==> src/rtl/vfd_grid_scanner.sv <==
// vfd_grid_scanner: autonomous grid scanner for Itron-style grayscale VFDs.
// Define VFD_GCP_EN to generate gradient control pulses during shift-out.
module vfd_grid_scanner #(
  parameter int LANES     = 3,
  parameter int GRIDS     = 52,
  parameter int ROWS      = 39,
  parameter int ROW_BYTES = 78,
  parameter int PAD_BITS  = 2,
  parameter int PERIOD    = 3846,
  parameter int BLANK_CYC = 120,
  parameter int LAT_CYC   = 3,
  parameter int ADDR_W    = 13
) (
  input  logic              CLK,
  input  logic              RST,
  input  logic              EN,
  input  logic              BANK,
  output logic [ADDR_W-1:0] MEM_ADDR,
  output logic              MEM_RE,
  input  logic [7:0]        MEM_BYTE,
  output logic [LANES-1:0]  SOUT,
  output logic              SCK,
  output logic              BLK,
  output logic              LAT,
  output logic              GCP,
  output logic [5:0]        GRID,
  output logic              BUSY
);

  localparam int NPIX  = ROWS * 6;
  localparam int NGRD  = NPIX + GRIDS;
  localparam int NBITS = NGRD + PAD_BITS;
  localparam int SEND  = BLANK_CYC + 2 * NBITS;
  localparam int TW    = $clog2(PERIOD);
  localparam int BW    = $clog2(NBITS + 1);
  localparam int BASE1 = ROWS * ROW_BYTES;
  localparam logic BPAR = 1'(BLANK_CYC % 2);

  if (SEND > PERIOD) begin : g_bad_period
    $error("BLANK_CYC + 2*NBITS exceeds PERIOD");
  end
  if (LANES < 1 || LANES > 4 || GRIDS % 2 != 0) begin : g_bad_cfg
    $error("LANES must be 1..4 and GRIDS even");
  end

  typedef enum logic [1:0] {S_IDLE, S_BLANK, S_SHIFT, S_WAIT} state_t;

  state_t           st, st_n;
  logic [TW-1:0]    t, t_n;
  logic [BW-1:0]    b, fb;
  logic             ph, fetch, use_hi, pass;
  logic [2:0]       k, fk;
  logic [5:0]       sg, sg_n, grid_q, grid_n, gj;
  logic             bank_q, bank_n, sck_q;
  logic [LANES-1:0] pix_now, pix_q;
  logic             unused_bits;

  function automatic logic [1:0] byte_off(input logic [2:0] kk);
    case (kk)
      3'd0, 3'd2: return 2'd0;
      3'd1, 3'd3: return 2'd2;
      default:    return 2'd1;
    endcase
  endfunction

  assign unused_bits = ^MEM_BYTE;
  assign b  = BW'((t - TW'(BLANK_CYC)) >> 1);
  assign ph = t[0] ^ BPAR;
  assign k  = 3'(b % 6);
  assign fk = 3'(fb % 6);

  // pick the GRAM fetch one cycle ahead of each pixel bit's phase 0
  always_comb begin
    fetch = 1'b0;
    fb    = '0;
    if (st == S_BLANK && t == TW'(BLANK_CYC - 1)) fetch = 1'b1;
    if (st == S_SHIFT && ph && b < BW'(NPIX - 1)) begin
      fetch = 1'b1;
      fb    = b + 1'b1;
    end
  end

  // GRAM address: bank base + row + column pair + sub-pixel byte
  always_comb begin
    MEM_ADDR = '0;
    if (fetch)
      MEM_ADDR = ADDR_W'(int'(bank_q) * BASE1
                 + int'(fb / 6) * ROW_BYTES
                 + int'((sg - 6'd1) >> 1) * 3
                 + int'(byte_off(fk)));
  end

  // select nibble and mask the sub-pixels this grid does not own
  always_comb begin
    use_hi  = (k == 3'd0) || (k == 3'd3) || (k == 3'd4);
    pass    = k[0] ^ sg[0];
    pix_now = '0;
    if (pass)
      pix_now = use_hi ? MEM_BYTE[2*LANES-1:LANES]
                       : MEM_BYTE[LANES-1:0];
  end

  // serial data: pixel field, grid field, then zero padding
  always_comb begin
    SOUT = '0;
    gj   = 6'(b - BW'(NPIX) + 1);
    if (st == S_SHIFT) begin
      if (b < BW'(NPIX)) begin
        SOUT = ph ? pix_q : pix_now;
      end else if (b < BW'(NGRD)) begin
        if (gj == sg || gj == sg + 6'd1) SOUT = '1;
      end
    end
  end

  // next-state: slot timing, grid advance and bank latch
  always_comb begin
    st_n   = st;
    t_n    = t;
    sg_n   = sg;
    grid_n = grid_q;
    bank_n = bank_q;
    unique case (st)
      S_IDLE: begin
        if (EN) begin
          st_n = S_BLANK;
          if (sg == 6'd1) bank_n = BANK;
        end
      end
      S_BLANK: begin
        t_n = t + 1'b1;
        if (t == TW'(BLANK_CYC - 1)) st_n = S_SHIFT;
      end
      default: begin
        t_n = t + 1'b1;
        if (st == S_SHIFT && t == TW'(SEND - 1)) st_n = S_WAIT;
        if (t == TW'(PERIOD - 1)) begin
          t_n = '0;
          if (EN) begin
            st_n   = S_BLANK;
            grid_n = sg;
            sg_n   = (sg == 6'(GRIDS)) ? 6'd1 : sg + 6'd1;
            if (sg == 6'(GRIDS)) bank_n = BANK;
          end else begin
            st_n   = S_IDLE;
            grid_n = '0;
          end
        end
      end
    endcase
  end

  // state, counters and registered SCK / held pixel
  always_ff @(posedge CLK or posedge RST) begin
    if (RST) begin
      st     <= S_IDLE;
      t      <= '0;
      sg     <= 6'd1;
      grid_q <= '0;
      bank_q <= 1'b0;
      sck_q  <= 1'b0;
      pix_q  <= '0;
    end else begin
      st     <= st_n;
      t      <= t_n;
      sg     <= sg_n;
      grid_q <= grid_n;
      bank_q <= bank_n;
      sck_q  <= (st_n == S_SHIFT) && (t_n[0] ^ BPAR);
      if (st == S_SHIFT && !ph) pix_q <= pix_now;
    end
  end

  assign SCK    = sck_q;
  assign MEM_RE = fetch;
  assign BLK    = (st == S_IDLE) || (st == S_BLANK);
  assign LAT    = (st == S_BLANK) && (t < TW'(LAT_CYC));
  assign BUSY   = (st != S_IDLE);
  assign GRID   = grid_q;

`ifdef VFD_GCP_EN
  localparam int GCP_RAW = (1 << LANES) - 2;
  localparam int GCP_N   = (GCP_RAW > 6) ? 6 : GCP_RAW;

  logic       gcp_hit;
  logic [1:0] gcp_cnt;

  function automatic int gcp_ref(input int i);
    case (i)
      0:       return 72;
      1:       return 144;
      2:       return 192;
      3:       return 216;
      4:       return 240;
      default: return 256;
    endcase
  endfunction

  // flag phase 0 of any scaled pulse bit
  always_comb begin
    gcp_hit = 1'b0;
    for (int i = 0; i < GCP_N; i++)
      if (st == S_SHIFT && !ph &&
          int'(b) == gcp_ref(i) * NBITS / 288)
        gcp_hit = 1'b1;
  end

  // stretch each pulse over the two following cycles
  always_ff @(posedge CLK or posedge RST) begin
    if (RST)                gcp_cnt <= 2'd0;
    else if (gcp_hit)       gcp_cnt <= 2'd2;
    else if (gcp_cnt != 0)  gcp_cnt <= gcp_cnt - 2'd1;
  end

  assign GCP = gcp_hit || (gcp_cnt != 2'd0);
`else
  assign GCP = 1'b0;
`endif

endmodule
==> config.mk <==
export PLATFORM = sky130hd
export DESIGN_NAME = vfd_grid_scanner
export DESIGN_NICKNAME = d
export VERILOG_FILES = /design/src/rtl/vfd_grid_scanner.sv
export SDC_FILE = /design/constraint.sdc
export NUM_CORES = 1
export LEC_CHECK = 0
export CAP_MARGIN = 25
export CORE_MARGIN = 4
export CORE_UTILIZATION = 35
export CTS_CLUSTER_SIZE = 28
export DETAILED_ROUTE_END_ITERATION = 8
export GPL_TIMING_DRIVEN = 1
export PLACE_DENSITY_LB_ADDON = 0.05
export SLEW_MARGIN = 20
export SYNTH_ARGS = -nofsm -noshare
export SYNTH_HDL_FRONTEND = slang
export SYNTH_SLANG_ARGS = --single-unit
==> constraint.sdc <==
create_clock -name CLK -period 10.2 [get_ports CLK]
set_clock_uncertainty 0.2 [all_clocks]
set_input_delay 1.02 -clock CLK [delete_from_list [all_inputs] [get_ports CLK]]
set_output_delay 1.02 -clock CLK [all_outputs]
set_load 0.05 [all_outputs]
## Word-level counts from Yosys, hierarchy flattened

Index checks and enable logic that the tools add are counted.

- Reduce and logical (&&, ||, !) cells: 24
- Div/mod/pow operators: 3
- Bitwise operators: 3
- Mux-type cells: 29
- Add/subtract/negate cells: 10
- $lt $le $gt $ge: 4
- Equal/unequal tests: 18
- $mul: 3

Operator list:

| kind | count |
|---|---|
| 9-bit by 3-bit modulo with 32-bit output, second input constant | 2 |
| 9-bit by 3-bit divider with 32-bit output, second input constant | 1 |
| 32-bit by 7-bit multiplier with 12-bit output, second input constant | 1 |
| 31-bit by 2-bit multiplier with 13-bit output, second input constant | 1 |
| 13-bit adder | 2 |
| 12-bit one-hot mux with 2 select lines | 1 |
| 3-bit two-way mux | 7 |
| 9-bit by 8-bit < comparator with 1-bit output, second input constant | 2 |
| 13-bit by 3-bit adder with 13-bit output | 1 |
| 13-bit two-way mux | 1 |
| 12-bit by 1-bit adder with 12-bit output, second input constant | 1 |
| 12-bit by 10-bit equality test with 1-bit output, second input constant | 1 |
| 12-bit equality test, second input constant | 1 |
| 12-bit by 7-bit equality test with 1-bit output, second input constant | 1 |
| 6-bit equality test | 2 |
| 12-bit by 2-bit < comparator with 1-bit output, second input constant | 1 |
| 1-bit by 11-bit multiplier with 12-bit output, second input constant | 1 |
| 12-bit two-way mux | 1 |
| 6-bit two-way mux | 2 |
| 2-bit two-way mux | 5 |
| 10-bit by 7-bit subtractor with 10-bit output, second input constant | 1 |
| 9-bit by 1-bit adder with 9-bit output, second input constant | 1 |
| 3-bit by 2-bit equality test with 1-bit output, second input constant | 3 |
| 9-bit < comparator, second input constant | 1 |
| other kinds (27) | 53 |

- Input port bits: 12
- Output and inout bits: 28
- Register bits: 31
- Logic and storage cells: 102

## Depth between registers and ports, before layout

- Word-level depth: 11
- Mapped depth: 35
- Gate-level depth less buffers: 33

## Worst setup path before layout

No wires, ideal clock.

- Path kind: register to output
- Start point: reg t[3]
- End point: out MEM_ADDR[12]
- Cell stages (with the launch flop): 33
- Data required time: 8.980 ns
- Path slack: 1.468 ns
- Path buffers: 2
- Arrival time: 7.512 ns
- Path through: dfrtp_1 > clkbuf_1 > clkinv_1 > ha_1 > or3_1 > clkbuf_1 > nand2_1 > and4_1 > a211oi_1 > nor2_1 > o21ai_0 > nor2b_1 > a222oi_1 > o211ai_1 > ha_1 > ha_1 > ha_1 > inv_1 > fa_1 > inv_1 > fa_1 > ha_1 > inv_1 > o21bai_1 > a21oi_1 > o21bai_1 > a21oi_1 > o21bai_1 > a21oi_1 > o21bai_1 > a21oi_1 > xnor2_1 > nor2_1

- Word-level cells in the longest chain between the ends: 11
- Elaborated cells between the ends (all ways): 24
- Those cells by class: 5 x add/sub; 1 x mul; 2 x div; 1 x order compare; 4 x eq/ne; 6 x mux; 5 x reduce/logical

Ends and longest elaborated chain:

| item | line | source |
|---|---|---|
| start, declared | 49 | `logic [TW-1:0] t, t_n;` |
| start signal, assigned | 165 | `t <= t_n;` |
| branches (longest 10 deep; another with 9-bit by 3-bit divider with 32-bit output) | - |  |
| 13-bit two-way mux (*) | 86 | `if (fetch)` |
| end, declared | 18 | `output logic [ADDR_W-1:0] MEM_ADDR,` |

Every way passes the cells marked *. The select of a mux whose other input is x is not followed.

## Worst setup path after layout

- Start point: reg t[5]
- End point: out MEM_ADDR[11]

Same word-level chain as after synthesis.

==> key figures <==
Outcome
  • Status: completed

Power
  • Tot Pwr: 0.001682 W
  • Power Density: 267.9 nW/um2
  • LEAKAGE: 2.869 nW
  • Peak VDD IR: 0.0001678 V

Logic synthesis
  • Ys Warns: 0
  • Synth unique cells: 84
  • Synth Cell Area: 5508 um2
  • Async S/R FF share, synth: 100.0%
  • Synth top area share: 14.31%
  • Number of enable flip-flop cells after synthesis: 0
  • Post-synthesis instance total: 704
  • Cell taking the most area after synthesis: ha_1
  • Yosys reg bits: 31
  • Seq/Total Area, Yosys: 14.11%
  • Largest cells by area after synthesis: ha_1, dfrtp_1, xnor2_1, fa_1, inv_1
  • Syn Area/Cell: 7.824 um2
  • Main synth FF type: dfrtp_1

Timing
  • Final Hold Fails: 0
  • Pins Over Slew Limit: 0
  • Worst-margin pin slew: 0.8013 ns
  • PnR worst setup slack: 0.6465 ns
  • Setup total negative slack: 0 ns
  • Final-report setup violation count: 0
  • FMAX: 0.1047 GHz
  • Fin crit period: 9.553 ns
  • RSZ-0062 raised after global routing: no
  • Slew margin rel.: 46.38%
  • Crit share post-route: 93.66%

Place
  • RePlAce Congestion: 0.7821
  • Port bufs: 36
  • Place WS: 0.6750 ns
  • Post-DP HPWL: 11650 um
  • Dpl cells: 939

Floorplanning
  • DIE AREA: 17810 um2
  • Initial core utilization: 35.96%
  • Die width: 133.4 um
  • Die Y: 133.4 um
  • I/O Pins: 40
  • FP Rows: 45
  • Core Region: 15310 um2

Routing
  • Final wirelength: 14470 um
  • Top layer in use: met4
  • Routed WL per cell: 15.28 um
  • Antenna Nets Post-Route: 0
  • Met3 Wirelength: 468 um
  • Metal1 wirelength: 6652 um
  • Routed via count: 4942
  • Vias/cell: 5.219
  • DRC: 0
  • Met2 WL: 7166 um
  • DR pass1 iterations: 6
  • DRT iter0 DRCs: 273

Finish
  • Fraction of layout cells with a size suffix above 1: 8.560%
  • Layout area overhead: 13.95%
  • Commonest non-fill, non-tap cell in the layout: inv_1
  • Most frequent cells in the layout: inv_1, nand2_1, ha_1
  • Layout Nets: 829
  • Non-Filler Instances: 947
  • Diodes inserted: 0

Job
  • Max-cap violation count: 0

Critical path
  • Critical Path RT: 8.98 ns
  • R2r setup slk: 4.77 ns
  • Startpoint types: register
  • CP peak stage delay: 0.81 ns
  • Worst setup EP type: primary output
  • Reg2reg start: t[5]$_DFFE_PP0N_
  • Crit Path Class: register to primary output
  • Slowest cell on crit path: clkdlybuf4s50_1
  • CP max FO: 14
  • Arr. time, crit path: 8.33 ns
  • End of the worst register-to-register path: pix_q[2]$_DFFE_PP0P_
  • Worst R2R Path Depth: 16

Clock network
  • Clock sinks: 31
  • Clk root buf: clkbuf_16
  • CTS Buf Count: 5
  • H-tree depth: 2
  • CTS tree: built
  • Longest Clk Path Bufs: 2
  • Skew-Pair Late Insertion Delay: 0.28 ns
  • Clk slew on worst S/H paths: 0.06 ns

GRT
  • Antenna violations before repair: 0
  • First-pass GRT wire length: 23960 um
  • GR Util All Layers: 16.06%
  • Largest net degree at the start of global routing: 32
  • GRT overflow: 0
  • Number of global-route vias before repair: 4774

Worst hold path
  • Hold Path Depth: 2
  • Hold crit path type: register to register
  • Hold Crit Start: GRID[3]$_DFFE_PP0P_
  • Worst Hold Path EP: GRID[3]$_DFFE_PP0P_
[synth_stat cells (all sizes together) (6+ instances only)]
library cell	n
or3	8
dfrtp	30
a21o	9
and4	9
buf	15
nand4	6
a21oi	29
nand2	65
and2	9
nand2b	8
mux2i	6
nor2	60
a211oi	11
and3	6
nor3	19
o21bai	8
o21ai	42
nand3	22
ha	63
xnor2	48
xor2	18
clkbuf	21
fa	19
inv	79
nor2b	8
[per-stage QoR]
step | hold slack [ns] | util [%] | instance area (um2)
floorplan | 0.2474 | - | 5519
global placement | 0.2635 | 39.93 | 6115
detailed placement | 0.2739 | 39.96 | 6120
CTS | 0.2857 | 40.88 | 6261
global route | 0.3135 | 40.98 | 6276
finish | 0.2816 | 40.98 | 6276
[cells by family after synthesis]
family                   Yosys count  share of synthesized area (%)
buffers and inverters            116                          8.700
adder cells (fa/ha/maj)           82                          21.22
AND/OR/NAND/NOR                  238                          21.58
multiplexers                       7                          1.590
XOR/XNOR                          66                          11.11
flip-flops                        31                          14.11
AO/OA/AOI/OAI                    163                          21.63
other                              1                        0.06809
[how the worst max path moves through the flow]
stage	start	to	slack, ns
2_1_floorplan	t[3]$_DFFE_PP0N_	MEM_ADDR[12]	1.47
3_3_place_gp	t[5]$_DFFE_PP0N_	MEM_ADDR[11]	0.82
3_5_place_dp	t[3]$_DFFE_PP0N_	MEM_ADDR[11]	0.68
4_1_cts	t[3]$_DFFE_PP0N_	MEM_ADDR[11]	0.34
5_1_grt	t[5]$_DFFE_PP0N_	MEM_ADDR[11]	0.04
6_report	t[5]$_DFFE_PP0N_	MEM_ADDR[11]	0.65
[report_power, final]
part,internal (W),switching (W)
clock,0.0000899,0.0000538
combinational,0.000526,0.000817
sequential,0.000144,0.0000508
[layer usage]
metal	global-route usage, %	up-vias
met5	0	-
met4	3.086	0
met3	1.624	15
met2	28.87	91
met1	21.01	2329
li1	-	2507
[registers in the layout, indices dropped and copies added (netlist names)]
signal,flops
GRID,6
SCK,1
bank_q,1
pix_q,3
sg,6
st,2
t,12
[timing repair]
action | in CTS | in global routing
buffers inserted | 0 | 0
endpoints found under the setup margin | 0 | 3
gates resized for setup | 0 | 3
hold buffers | 0 | 0
[critical path: cells and delay by family (launching register included)]
family	cells	cell delay, ns
adders and majority gates	6	2.12
xor gates and xnor gates	3	0.73
and+or+nand+nor	5	1.02
AOI/OAI and AO/OA	10	2.33
muxes	1	0.21
DFF	1	0.58
buffers and inverters	5	1.07
[area by class of cell]
cell class	instances	area [um2]
sequential	31	777.0
inverter	80	302.8
clock buffer	6	128.9
fill	1624	9039
timing repair buffer	57	513.0
tap	211	264.0
multi-input combinational	560	4278
clock inverter	2	12.51
Power figures use the tool's default switching activity.
